<file path="src/rtl/uart_tx_fifo_if.sv">
// Byte-stream and transmitter handshake bundle for uart_tx_fifo.
// slave is the FIFO side; master is the producer / transmitter side.
interface uart_tx_fifo_if #(
  parameter int unsigned DEPTH        = 16,
  parameter int unsigned PAYLOAD_BITS = 8
);
  localparam int unsigned LvlW = $clog2(DEPTH) + 1;

  logic                    in_valid;
  logic [PAYLOAD_BITS-1:0] in_data;
  logic                    ovf_clr;
  logic                    uart_tx_busy;
  logic                    uart_tx_en;
  logic [PAYLOAD_BITS-1:0] uart_tx_data;
  logic [LvlW-1:0]         level;
  logic                    empty;
  logic                    full;
  logic                    overflow;

  modport slave (
    input  in_valid, in_data, ovf_clr, uart_tx_busy,
    output uart_tx_en, uart_tx_data, level, empty, full, overflow
  );

  modport master (
    output in_valid, in_data, ovf_clr, uart_tx_busy,
    input  uart_tx_en, uart_tx_data, level, empty, full, overflow
  );
endinterface

</file>
<file path="src/rtl/uart_tx_fifo.sv">
// Byte FIFO feeding a UART transmitter with a one-cycle start pulse per byte.
// Define UART_TX_FIFO_CRLF_EN to follow every transmitted 0x0D with an inserted 0x0A.
module uart_tx_fifo #(
  parameter int unsigned DEPTH        = 16,
  parameter int unsigned PAYLOAD_BITS = 8
) (
  input logic          clk,
  input logic          resetn,
  uart_tx_fifo_if.slave bus
);
  localparam int unsigned PtrW = $clog2(DEPTH);
  localparam int unsigned LvlW = PtrW + 1;

`ifdef UART_TX_FIFO_CRLF_EN
  typedef enum logic [2:0] {StIdle, StStart, StWaitBusy, StWaitDone, StLf} state_e;
`else
  typedef enum logic [2:0] {StIdle, StStart, StWaitBusy, StWaitDone} state_e;
`endif

  state_e state_q, state_d;

  logic [PAYLOAD_BITS-1:0] mem_q [DEPTH];
  logic [PtrW-1:0]         wr_ptr_q, rd_ptr_q;
  logic [LvlW-1:0]         level_q;
  logic                    ovf_q;
  logic                    en_q;
  logic [PAYLOAD_BITS-1:0] data_q;

  logic                    empty, full, push, pop, load;
  logic [PAYLOAD_BITS-1:0] load_data;

  assign empty = (level_q == '0);
  assign full  = (level_q == LvlW'(DEPTH));
  // A pop frees the slot, so a push while full is still taken on a pop cycle.
  assign push  = bus.in_valid && (!full || pop);

  assign bus.level        = level_q;
  assign bus.empty        = empty;
  assign bus.full         = full;
  assign bus.overflow     = ovf_q;
  assign bus.uart_tx_en   = en_q;
  assign bus.uart_tx_data = data_q;

`ifdef UART_TX_FIFO_CRLF_EN
  logic lf_pend_q;

  always_ff @(posedge clk or negedge resetn) begin
    if (!resetn) begin
      lf_pend_q <= 1'b0;
    end else if (pop) begin
      lf_pend_q <= (mem_q[rd_ptr_q] == PAYLOAD_BITS'(8'h0D));
    end else if (state_q == StLf) begin
      lf_pend_q <= 1'b0;
    end
  end
`endif

  always_ff @(posedge clk or negedge resetn) begin
    if (!resetn) begin
      state_q <= StIdle;
    end else begin
      state_q <= state_d;
    end
  end

  always_comb begin
    state_d = state_q;
    unique case (state_q)
      StIdle:     if (!empty && !bus.uart_tx_busy) state_d = StStart;
      StStart:    state_d = StWaitBusy;
      StWaitBusy: if (bus.uart_tx_busy) state_d = StWaitDone;
`ifdef UART_TX_FIFO_CRLF_EN
      StWaitDone: if (!bus.uart_tx_busy) state_d = lf_pend_q ? StLf : StIdle;
      StLf:       state_d = StStart;
`else
      StWaitDone: if (!bus.uart_tx_busy) state_d = StIdle;
`endif
      default:    state_d = StIdle;
    endcase
  end

  always_comb begin
    pop       = 1'b0;
    load      = 1'b0;
    load_data = mem_q[rd_ptr_q];
    unique case (state_q)
      StIdle: begin
        if (!empty && !bus.uart_tx_busy) begin
          pop  = 1'b1;
          load = 1'b1;
        end
      end
`ifdef UART_TX_FIFO_CRLF_EN
      StLf: begin
        load      = 1'b1;
        load_data = PAYLOAD_BITS'(8'h0A);
      end
`endif
      default: ;
    endcase
  end

  // Storage is not reset; only the pointers and level define valid contents.
  always_ff @(posedge clk) begin
    if (push) begin
      mem_q[wr_ptr_q] <= bus.in_data;
    end
  end

  always_ff @(posedge clk or negedge resetn) begin
    if (!resetn) begin
      wr_ptr_q <= '0;
      rd_ptr_q <= '0;
      level_q  <= '0;
      ovf_q    <= 1'b0;
      en_q     <= 1'b0;
      data_q   <= '0;
    end else begin
      if (push) wr_ptr_q <= wr_ptr_q + 1'b1;
      if (pop)  rd_ptr_q <= rd_ptr_q + 1'b1;
      if (push && !pop) begin
        level_q <= level_q + 1'b1;
      end else if (pop && !push) begin
        level_q <= level_q - 1'b1;
      end
      // A dropped byte wins over a simultaneous clear.
      if (bus.in_valid && !push) begin
        ovf_q <= 1'b1;
      end else if (bus.ovf_clr) begin
        ovf_q <= 1'b0;
      end
      en_q <= load;
      if (load) data_q <= load_data;
    end
  end
endmodule

</file>
<file path="src/flat_wrapper.sv">
// flat-port wrapper written by rule: the top's interface ports become plain ports
module uart_tx_fifo_flat 
#(
  parameter int unsigned DEPTH        = 16,
  parameter int unsigned PAYLOAD_BITS = 8
)
  (clk, resetn, bus_in_valid, bus_in_data, bus_ovf_clr, bus_uart_tx_busy, bus_uart_tx_en, bus_uart_tx_data, bus_level, bus_empty, bus_full, bus_overflow);
  uart_tx_fifo_if #(.DEPTH(DEPTH), .PAYLOAD_BITS(PAYLOAD_BITS)) bus_i ();
  input logic clk;
  input logic resetn;
  input wire logic [$bits(bus_i.in_valid)-1:0] bus_in_valid;
  input wire logic [$bits(bus_i.in_data)-1:0] bus_in_data;
  input wire logic [$bits(bus_i.ovf_clr)-1:0] bus_ovf_clr;
  input wire logic [$bits(bus_i.uart_tx_busy)-1:0] bus_uart_tx_busy;
  output wire logic [$bits(bus_i.uart_tx_en)-1:0] bus_uart_tx_en;
  output wire logic [$bits(bus_i.uart_tx_data)-1:0] bus_uart_tx_data;
  output wire logic [$bits(bus_i.level)-1:0] bus_level;
  output wire logic [$bits(bus_i.empty)-1:0] bus_empty;
  output wire logic [$bits(bus_i.full)-1:0] bus_full;
  output wire logic [$bits(bus_i.overflow)-1:0] bus_overflow;
  assign bus_i.in_valid = bus_in_valid;
  assign bus_i.in_data = bus_in_data;
  assign bus_i.ovf_clr = bus_ovf_clr;
  assign bus_i.uart_tx_busy = bus_uart_tx_busy;
  assign bus_uart_tx_en = bus_i.uart_tx_en;
  assign bus_uart_tx_data = bus_i.uart_tx_data;
  assign bus_level = bus_i.level;
  assign bus_empty = bus_i.empty;
  assign bus_full = bus_i.full;
  assign bus_overflow = bus_i.overflow;
  uart_tx_fifo #(.DEPTH(DEPTH), .PAYLOAD_BITS(PAYLOAD_BITS)) u_core (.clk(clk), .resetn(resetn), .bus(bus_i));
endmodule
</file>
<file path="config.mk">
export PLATFORM = sky130hd
export DESIGN_NAME = uart_tx_fifo_flat
export DESIGN_NICKNAME = d
export VERILOG_FILES = /design/src/rtl/uart_tx_fifo_if.sv /design/src/rtl/uart_tx_fifo.sv /design/src/flat_wrapper.sv
export SDC_FILE = /design/constraint.sdc
export NUM_CORES = 1
export LEC_CHECK = 0
export ABC_CLOCK_PERIOD_IN_PS = 2680
export CORE_MARGIN = 2
export CORE_UTILIZATION = 40
export CTS_BUF_LIST = sky130_fd_sc_hd__clkbuf_4 sky130_fd_sc_hd__clkbuf_8
export DETAILED_ROUTE_END_ITERATION = 12
export PLACE_DENSITY = 0.65
export SYNTH_ARGS = -nofsm -noshare
export SYNTH_HDL_FRONTEND = slang
export SYNTH_SLANG_ARGS = --single-unit
</file>
<file path="constraint.sdc">
create_clock -name clk -period 2.68 [get_ports clk]
set_clock_uncertainty 0.15 [all_clocks]
set_input_delay 0.268 -clock clk [delete_from_list [all_inputs] [get_ports clk]]
set_output_delay 0.268 -clock clk [all_outputs]
set_load 0.03 [all_outputs]
</file>
==> run metrics <==
status complete, no violations; grt met1 use approximately 20%; Final Slew Violations 0; diodes inserted 0; Setup crit end kind flop; RSZ-0062 raised after global routing yes; commonest non-fill, non-tap cell in the layout edfxtp_1; cells after synthesis 324; vias 3032; post-DR vias/cell ~5.3; sequential element share of the synthesized area between 70 and 80%; Critical Path End u_core.bus.level[4]; Area Overhead vs Synth 17.5%; critical path peak fanout 5; met2 GRT Util between 20% and 30%; Top Family by Delay on Critical Path simple AND/OR/NAND/NOR gates; CTS tree yes; max-cap violations 0; GRT Overall Usage around 15%; post-layout min period around 2.6 ns; Critical Setup Path Class flop to flop; post-synth cell types 35; met3 GRT Util roughly 3.5%; f_max between 300 and 400 MHz; Syn Nets 350; CTS max path bufs 2; global route overflow 0; Worst Path Buf+Inv 1; Final Hold Vio Count 0; synthesized area per cell 19.1 sq um; Hold Path Class input pin to asynchronous set/reset pin; WP data required ~2.9 ns; GRT busiest layer met2; share of cells above drive strength 1 between 20% and 30%; hpwl dp just over 7000 um; Mapped Area approximately 6200 sq um; Pre-antenna DRT Iters 4; Async S/R FF share, synth about 16%; startpoint types flop; worst slack, placed -0.0115 ns; RR Endpoint u_core.bus.level[4]; num rows 45; Ys Warns 0; worst r2r src u_core.bus.level[2]; die area around 16000 sq um; Lkg Pwr approximately 2.5 nW; Num CTS Buffers 17; Final Worst Setup Slack 0.0641 ns; Crit path largest cell delay between 0.5 and 0.6 ns; Core Region between 15000 and 20000 sq um; GP Congestion roughly 0.8; H-tree levels 4; R2R Setup Slk between 0.06 and 0.07 ns; nets@finish 399; Buffers on Ports 29; number of cells on the critical path 9; Post-DRT Antenna Nets 0; Clock transition at path regs roughly 0.080 ns; Worst-Skew Late Latency around 0.45 ns; CP startpoint u_core.bus.level[2]; Die X between 100 and 150 um; vias in the first global route approximately 3100; maximum vdd drop between 0.0004 and 0.0005 V; CTS root buffer clkbuf_8; Detailed Route Iter0 Violations around 190; Remaining DRCs 0; post-synthesis register bit count 153; initial antenna violation count 0; R2R cell count 9; Worst-Margin Slew 0.578 ns; crit path max-delay cell type or4_4; period utilization between 90% and 100%; dominant synthesized flop cell edfxtp_1; Relative slew margins 61.3%; final wirelength 11500 um; wire per inst roughly 20 um; Arrival @ worst endpoint about 2.8 ns; height of the die 128 um; final setup fails 0; Fin Setup TNS 0 ns; Power Density approximately 1100 nW/um^2; first-pass GRT wire length 17700 um; Clock Sinks between 150 and 200; Critical Path, Cell by Cell or4_4 -> o21ai_4 -> ha_4 -> inv_4 -> fa_2 -> a21o_1 -> a21oi_2 -> mux2i_1 -> xnor2_1; starting density of the core 40.8%; Post-synth EDFFs 128; hold slack between 0.03 and 0.04 ns; overall power around 0.0077 W; hold buffer count at cts 0; largest net degree at the start of global routing 35; most frequent cells in the layout 128 x edfxtp_1, 32 x mux4_2, 27 x clkdlybuf4s50_1; boundary pin count 30
-- repair_timing --
item / 4_1_cts / 5_1_grt
gates resized for setup: 3 / 2
buffers inserted: 1 / 1
setup endpoints to repair: 3 / 2
pin swaps: 4 / 1
-- state kept, by name, summed over array words and instances, names as in the netlist --
name / cells
u_core.wr_ptr_q: 4
u_core.bus.uart_tx_data: 8
u_core.bus.level: 5
u_core.mem_q: 128
u_core.rd_ptr_q: 4
u_core.state_q: 2
u_core.bus.overflow: 1
u_core.bus.uart_tx_en: 1
-- worst min path at each step --
stage / from / endpoint / slack (ns) / cells past startpoint
after floorplan: resetn / u_core.bus.level[0] / -0.18 / 0
after global placement: u_core.bus.uart_tx_data[7] / u_core.bus.uart_tx_data[7] / 0.33 / 2
after detailed placement: u_core.bus.uart_tx_data[7] / u_core.bus.uart_tx_data[7] / 0.34 / 2
after CTS: resetn / u_core.bus.overflow / 0.02 / 2
after global routing: resetn / u_core.bus.level[4] / 0.04 / 2
final: resetn / u_core.bus.overflow / 0.03 / 2
-- layer usage --
layer | part of all wire, % | vias up | routed length [um]
met3 | 4.1 | 13 | 473
met4 | 1.7 | 0 | 191
li1 | - | 1393 | -
met2 | 50 | 60 | 5730
met5 | 0 | - | 0
met1 | 44 | 1566 | 5080
-- through the flow --
step | util, % | area [sq um] | cells
after CTS | 47.8 | 7240 | 573
final | 47.9 | 7250 | 574
after global placement | 44.9 | 6800 | 540
after detailed placement | 44.9 | 6800 | 540
after global routing | 47.9 | 7250 | 574
after floorplan | - | 6230 | 324
-- final cells by class --
class | count | area (sq um)
Sequential cell | 153 | 4470
Clock inverter | 14 | 195
Inverter | 8 | 32.5
Timing Repair Buffer | 45 | 420
Multi-Input combinational cell | 148 | 1650
Fill cell | 1236 | 7900
Tap cell | 188 | 235
Clock buffer | 18 | 241
-- synth_stat cells (2+ instances only) --
master    instances  area, sq um
edfxtp_1        128         3840
mux4_2           32          721
dfrtp_1          25          626
nand2_1          20         75.1
mux2i_1          18          180
and3_1           16          100
ha_1             12          150
buf_2             8         40.0
o221ai_1          8         70.1
xnor2_1           8         70.1
inv_1             7         26.3
nor2_1            6         22.5
clkbuf_1          5         18.8
a21oi_1           3         15.0
nor2b_1           3         18.8
o21ai_0           3         15.0
a21o_1            2         15.0
mux2_2            2         22.5
nand4_1           2         12.5
-- cells by family (layout without fill, tap and decap cells) --
| family | count (synthesis) | in the layout | synth area share [%] |
|---|---|---|---|
| simple gates | 51 | 51 | 4.20 |
| compound gates | 23 | 23 | 2.80 |
| xor+xnor | 9 | 9 | 1.28 |
| mux | 52 | 52 | 15.0 |
| buf+inv | 23 | 85 | 1.62 |
| flops | 153 | 153 | 72.4 |
| fa+ha+maj | 13 | 13 | 2.76 |
-- power breakdown --
part	leakage [nW]	internal, W	switching (W)
registers	1.46	0.00297	0.000167
logic	0.857	0.00125	0.00143
clock network	0.217	0.00103	0.000869
total	2.53	0.00525	0.00246
Note: power is estimated with default switching activity, not from simulation.
